<file path="src/rtl/pipe_ctrl_unit.sv">
`default_nettype none
// ============================================================================
// pipe_ctrl_unit : stall/flush/forward control with shadow in-flight tracking.
// Optional forwarding enabled by PIPE_CTRL_FORWARD_EN.       Rev 1.0
// ============================================================================
module pipe_ctrl_unit #(
   parameter int  STAGES     = 3,
   parameter int  REG_ADDR_W = 4,
   parameter int  CNT_W      = 16,
   localparam int FWD_W      = $clog2(STAGES + 1)
) (
   input  logic                  clk,
   input  logic                  rst,
   input  logic [REG_ADDR_W-1:0] src1,
   input  logic [REG_ADDR_W-1:0] src2,
   input  logic                  two_src,
   input  logic                  id_wb_en,
   input  logic                  id_mem_r_en,
   input  logic                  id_b,
   input  logic [REG_ADDR_W-1:0] id_dest,
   input  logic                  mem_ready,
   output logic                  hazard,
   output logic                  freeze_if,
   output logic                  flush_if_reg,
   output logic                  flush_id_reg,
   output logic                  branch_taken,
   output logic [FWD_W-1:0]      fwd_sel_a,
   output logic [FWD_W-1:0]      fwd_sel_b,
   output logic [CNT_W-1:0]      stall_cnt,
   output logic [CNT_W-1:0]      flush_cnt
);

   // Entry 1 is the instruction in EXE, entry STAGES the one in WB.
   logic                  r_valid    [1:STAGES];
   logic                  r_wb_en    [1:STAGES];
   logic                  r_mem_r_en [1:STAGES];
   logic                  r_b        [1:STAGES];
   logic [REG_ADDR_W-1:0] r_dest     [1:STAGES];
`ifdef PIPE_CTRL_FORWARD_EN
   logic [REG_ADDR_W-1:0] r_src1;
   logic [REG_ADDR_W-1:0] r_src2;
   logic                  r_two_src;
`endif
   logic [CNT_W-1:0]      r_stall_cnt;
   logic [CNT_W-1:0]      r_flush_cnt;
   logic                  w_hazard;
   logic                  w_branch;
   logic                  w_stall_evt;
   logic                  w_flush_evt;

   function automatic logic f_match(input logic [REG_ADDR_W-1:0] s, input int k);
      return r_valid[k] & r_wb_en[k] & (r_dest[k] == s);
   endfunction

   assign w_branch = r_valid[1] & r_b[1];

   always_comb begin
      w_hazard = 1'b0;
`ifdef PIPE_CTRL_FORWARD_EN
      // Only a load in EXE cannot be forwarded in time.
      w_hazard = r_mem_r_en[1] & (f_match(src1, 1) | (two_src & f_match(src2, 1)));
`else
      // WB is excluded: the register file writes before it is read.
      for (int k = 1; k < STAGES; k++) begin
         if (f_match(src1, k) || (two_src && f_match(src2, k)))
            w_hazard = 1'b1;
      end
`endif
   end

   always_comb begin
      fwd_sel_a = '0;
      fwd_sel_b = '0;
`ifdef PIPE_CTRL_FORWARD_EN
      // Descending scan so the youngest producer wins.
      for (int k = STAGES; k >= 2; k--) begin
         if (f_match(r_src1, k))
            fwd_sel_a = FWD_W'(k);
         if (r_two_src && f_match(r_src2, k))
            fwd_sel_b = FWD_W'(k);
      end
`endif
   end

   assign w_stall_evt  = w_hazard & ~w_branch & mem_ready;
   assign w_flush_evt  = w_branch & mem_ready;

   assign hazard       = w_hazard;
   assign branch_taken = w_branch;
   assign freeze_if    = (w_hazard & ~w_branch) | ~mem_ready;
   assign flush_if_reg = w_flush_evt;
   assign flush_id_reg = w_flush_evt;
   assign stall_cnt    = r_stall_cnt;
   assign flush_cnt    = r_flush_cnt;

   always_ff @(posedge clk) begin
      if (rst) begin
         for (int k = 1; k <= STAGES; k++) begin
            r_valid[k]    <= 1'b0;
            r_wb_en[k]    <= 1'b0;
            r_mem_r_en[k] <= 1'b0;
            r_b[k]        <= 1'b0;
            r_dest[k]     <= '0;
         end
`ifdef PIPE_CTRL_FORWARD_EN
         r_src1    <= '0;
         r_src2    <= '0;
         r_two_src <= 1'b0;
`endif
         r_stall_cnt <= '0;
         r_flush_cnt <= '0;
      end else if (mem_ready) begin
         for (int k = STAGES; k >= 2; k--) begin
            r_valid[k]    <= r_valid[k-1];
            r_wb_en[k]    <= r_wb_en[k-1];
            r_mem_r_en[k] <= r_mem_r_en[k-1];
            r_b[k]        <= r_b[k-1];
            r_dest[k]     <= r_dest[k-1];
         end
         r_valid[1]    <= ~(w_hazard | w_branch);
         r_wb_en[1]    <= id_wb_en;
         r_mem_r_en[1] <= id_mem_r_en;
         r_b[1]        <= id_b;
         r_dest[1]     <= id_dest;
`ifdef PIPE_CTRL_FORWARD_EN
         r_src1    <= src1;
         r_src2    <= src2;
         r_two_src <= two_src;
`endif
         if (w_stall_evt && !(&r_stall_cnt))
            r_stall_cnt <= r_stall_cnt + CNT_W'(1);
         if (w_flush_evt && !(&r_flush_cnt))
            r_flush_cnt <= r_flush_cnt + CNT_W'(1);
      end
   end

endmodule
`default_nettype wire
</file>
<file path="config.mk">
export PLATFORM = sky130hd
export DESIGN_NAME = pipe_ctrl_unit
export DESIGN_NICKNAME = d
export VERILOG_FILES = /design/src/rtl/pipe_ctrl_unit.sv
export SDC_FILE = /design/constraint.sdc
export NUM_CORES = 1
export LEC_CHECK = 0
export CAP_MARGIN = 10
export CORE_MARGIN = 1.5
export CORE_UTILIZATION = 40
export CTS_CLUSTER_SIZE = 40
export DETAILED_ROUTE_END_ITERATION = 10
export GPL_TIMING_DRIVEN = 0
export PLACE_DENSITY = 0.68
export RECOVER_POWER = 100
export SETUP_SLACK_MARGIN = 0.1
export SYNTH_ARGS = -nofsm -noshare
export SYNTH_HDL_FRONTEND = slang
export SYNTH_SLANG_ARGS = --single-unit
</file>
<file path="constraint.sdc">
create_clock -name clk -period 4.85 [get_ports clk]
set_clock_uncertainty 0.15 [all_clocks]
set_input_delay 0.97 -clock clk [delete_from_list [all_inputs] [get_ports clk]]
set_output_delay 0.97 -clock clk [all_outputs]
set_load 0.05 [all_outputs]
</file>
[Word level (Yosys, flattened, before mapping)]
Memories as Yosys holds them, arrays and structs flattened.
Index checks and enable logic that the tools add are counted.
Widths: inputs -> output; s select.
Storage, ports and cells
  input port bits: 19
  register bits after elaboration: 32
  word-level logic and storage cells: 70
  RAM bits: 21
  memories: 4
  output and inout bits: 41
Memory list
  r_dest: depth 3, bits a word 4, read ports 2, clocked after memory_dff 0, write ports 3, line 38  | logic [REG_ADDR_W-1:0] r_dest [1:STAGES];
  r_b: depth 3, bits a word 1, read ports 2, clocked after memory_dff 0, write ports 3, line 37  | logic r_b [1:STAGES];
  r_valid: depth 3, bits a word 1, read ports 2, clocked after memory_dff 0, write ports 3, line 34  | logic r_valid [1:STAGES];
  r_wb_en: depth 3, bits a word 1, read ports 2, clocked after memory_dff 0, write ports 3, line 35  | logic r_wb_en [1:STAGES];
Operators by class
  bitwise operators: 27
  mux-type cells: 19
  equal/unequal tests: 4
  add/sub/neg operators: 2
  reduce and logical (&&, ||, !) cells: 12
Operator list (number)
  $add 16x1->16 const B: 2
  $reduce_and 16->1: 2
  $eq 4x4->1: 4
  $mux 1: 16
  $or 1x1->1: 14
  $mux 4: 3
  $and 1x1->1: 10
  $logic_and 1x1->1: 4
  $reduce_and 2->1: 2
  $not 1->1: 3
  $logic_not 1->1: 2
  $logic_or 1x1->1: 2

[Logic depth before layout (Yosys ltp)]
An unclocked memory read counts as a cell.
  depth in word-level cells: 11
  gate-level depth with buffers: 9
  gate-level depth less buffers: 8

[Worst setup path after synthesis]
No wires, ideal clock.
  kind: input -> output
  from: in src2[0]
  to: out freeze_if
  slack: 1.139 ns
  required time: 3.730 ns
  arrival: 2.591 ns
  stages: 6
  path buffers: 2
  cells stage by stage: xor2_1 > or4_1 > a41o_1 > buf_2 > clkbuf_1 > nand2_1
Between the ends
  word-level cells in the longest chain between the ends: 8
  elaborated cells on any way between the ends: 12
  classes of those cells: eq/ne (2); mux (2); bitwise (4); reduce/logical (4)
RTL lines
  start: declaration: line 15  | input logic [REG_ADDR_W-1:0] src2,
  $eq 4x4->1: line 52  | return r_valid[k] & r_wb_en[k] & (r_dest[k] == s);
  $and 1x1->1: line 52
  $logic_and 1x1->1: line 65  | if (f_match(src1, k) || (two_src && f_match(src2, k)))
  $logic_or 1x1->1: line 65
  $mux 1: line 65
  $mux 1 (*): line 65
  $and 1x1->1 (*): line 90  | assign freeze_if = (w_hazard & ~w_branch) | ~mem_ready;
  $or 1x1->1 (*): line 90
  end: declaration: line 23  | output logic freeze_if,
Mark *: on every way between the ends. The rest lies on a longest branch, timed or not.

[Worst setup path in the final report]
  from: in src2[1]
  to: out freeze_if
The elaborated chain is that of the path after synthesis.

==> impl_metrics.yaml <==
run_status:
  status: "completed"
synth:
  synth.area.top_cells: "dfxtp_1 28%, edfxtp_1 17%, xor2_1 8.9%"
  syn-cell-area_mm2: 0.00228
  ys_types: 35
  yosys-top-cells-count: "32 x dfxtp_1, 26 x nor2_1, 23 x xor2_1, 16 x nand4_1"
  async_flop_share_pct: 0
  synth_top_area_share_pct: 28.1
  synth_top_cell_by_area: "dfxtp_1"
  avgSynthCellArea_um2: 9.37
  netlist_instances: 243
  ys.flop_type: "dfxtp_1"
  synth_edf_count: 13
  ys_ff_latch: 45
  yosysSeqAreaShare_pct: 45.3
  post-synth-top-count-cell: "dfxtp_1"
  yosysWarnings: 0
placed_design:
  place_hpwl_um: 3710
  pre_cts_ws_ns: -0.0415
  gp_congestion: 0.804
  io_buffer_count: 54
clock_network:
  clock_latency_ns: 0.30
  cts_tree: "yes"
  clk_pin_slew_ns: 0.08
  numCtsBuffers: 5
  htree_num_levels: 2
  cts_root_buffer: "clkbuf_8"
  postCtsSetupBuffers: 0
  cts_num_sinks: 45
  cts_buffer_depth: 2
drt:
  drt_iter0_markers: 79
  routed_wl_um: 5160
  post-route-drc-count: 0
  num_vias: 1968
  vias_per_cell: 5.18
  first_pass_iters: 4
  ant_nets: 0
  wl_per_cell_um: 13.6
power:
  powerDensity_mw_per_mm2: 235
  p_seq_share_pct: 57.6
  p_sw_w: 0.000177
  p_int_w: 0.000524
  pwr-share-clk_pct: 31.9
  leakagePower_nw: 1.17
  peakVddDrop_mv: 0.109
  power_w: 0.000701
  switching_share_pct: 25.2
  pwr-share-comb_pct: 10.5
timing:
  slew_violations: 0
  fmax_mhz: 217
  holdWs_ns: 0.354
  rsz0062_at_grt: "no"
  setup_viol: 0
  worst_slack_ns: 0.240
  finalSetupTns_ns: 0
  finalCritPeriodShare_pct: 95.1
  fin_crit_ns: 4.61
  worst_pin_slew_ns: 0.876
  finalHoldViolations: 0
  relSlewSlack_pct: 40.8
global_route:
  grt_pass1_wl_um: 8380
  grt_pass1_vias: 1760
  grt_max_degree: 14
  overflow: 0
  antenna_found_initial: 0
  grt_util_all_layers_pct: 17.3
cells_and_area:
  utilization_pct: 54.2
  diodes: 0
  synthToLayoutAreaGrowth_pct: 31.1
  fill_cells: 535
  drive_above_1_share_pct: 5.52
  finalNetCount: 328
critical_path:
  crit_fanout: 10
  reg2regPathDepth: 9
  cp_cell_sequence: "clkdlybuf4s50_1, xnor2_1, nand4_1, or4_1, a41o_1, buf_2, clkbuf_1, nand2_1, dlygate4sd2_1"
  arrival_ns: 3.49
  regToRegEndpoint: "stall_cnt[4]$_SDFFE_PP0P_"
  slowest_delay_ns: 0.54
  r2r-start: "stall_cnt[0]$_SDFFE_PP0P_"
  cpMaxStageDelayCell: "dlygate4sd2_1"
  cp-end-kind: "output pin"
  start_kind: "input pin"
  rrSetupSlack_ns: 2.17
  crit_required_ns: 3.73
  worstSetupPathType: "input pin to output pin"
die:
  initial_core_util_pct: 41.3
  dieArea_mm2: 0.00615
  die_w_um: 78.4
  boundaryPins: 60
  rows: 27
  die_h_um: 78.4
  core_mm2: 0.00551
min_path:
  holdCritStartpoint: "stall_cnt[15]$_SDFFE_PP0P_"
  min_path_cells: 2
  min_to: "stall_cnt[15]$_SDFFE_PP0P_"
  hold_class: "flop to flop"
flow_run:
  cap_violations: 0
logic make-up (layout without fill, tap and decap cells):
| kind of cell | after synthesis | count (layout) | share of synthesized area, % |
|---|---|---|---|
| simple gates | 111 | 111 | 26.4 |
| buf+inv | 21 | 83 | 4.67 |
| mux | 5 | 5 | 2.42 |
| flops | 45 | 45 | 45.3 |
| xor+xnor | 31 | 31 | 11.9 |
| fa+ha+maj | 2 | 2 | 1.10 |
| other cells | 1 | 4 | 0.165 |
| compound gates | 27 | 27 | 7.97 |
cell usage in the layout, fill, tap and decap left out, drive strengths merged, types with 3 or more instances in the layout:
master,count
nor3,3
nand3,13
a21oi,11
dlygate4sd3,38
nand2,11
edfxtp,13
clkdlybuf4s50,15
conb,4
and3,5
nor3b,3
nand4,16
clkbuf,15
inv,5
o21ai,3
xor2,23
and2,13
clkinv,3
buf,6
dfxtp,32
o31ai,8
nor2b,5
mux2,4
nor2,26
or4,9
xnor2,8
sequential cells by signal, summed over array words and instances (netlist names):
signal / count
stall_cnt: 16
r_wb_en: 2
r_valid: 2
r_b: 1
flush_cnt: 16
r_dest: 8
what timing repair did:
item	in CTS	in global routing
cloned	0	0
gates resized for setup	1	1
hold buffers	0	0
endpoints found under the setup margin	1	1
power by group through the flow:
stage | combinational (W) | sequential (W) | clock (W)
floorplan | 0.0000451 | 0.000412 | 0
global placement | 0.0000755 | 0.000412 | 0
detailed placement | 0.0000755 | 0.000412 | 0
CTS | 0.0000758 | 0.000404 | 0.000228
global route | 0.0000801 | 0.000405 | 0.000244
finish | 0.0000735 | 0.000404 | 0.000223
worst max-delay path: cells and delay by family:
kind            cells  cell delay, ns
buf+inv             4            1.47
xor+xnor            1            0.13
compound gates      1            0.27
simple gates        3            0.64
worst max path at each step:
stage                     startpoint   endpoint
after floorplan              src2[0]  freeze_if
after detailed placement     src2[1]  freeze_if
final                        src2[1]  freeze_if
after global routing         src2[1]  freeze_if
after CTS                    src2[1]  freeze_if
after global placement       src2[1]  freeze_if
per-stage QoR:
step	cell area (µm²)	cells
after floorplan	2290	246
after global placement	2920	372
after detailed placement	2920	372
after CTS	3000	380
after global routing	2980	380
final	2980	380
area by class of cell:
class	count	area (µm²)	area share, %
Buffer	16	80.1	2.68
Clock buffer	5	68.8	2.31
Clock inverter	3	12.5	0.419
Inverter	5	18.8	0.629
Multi-Input combinational cell	180	1140	38.3
Sequential cell	45	1030	34.6
Tap cell	72	90.1	3.02
Timing Repair Buffer	54	539	18.1
layer usage:
layer,part of all wire (%),up-vias,track usage [%]
met5,0,-,0
met4,1.4,0,5.89
met3,4.7,6,4.30
met2,45,47,26.3
met1,49,926,23.8
li1,-,989,-
Power figures use the tool's default switching activity.
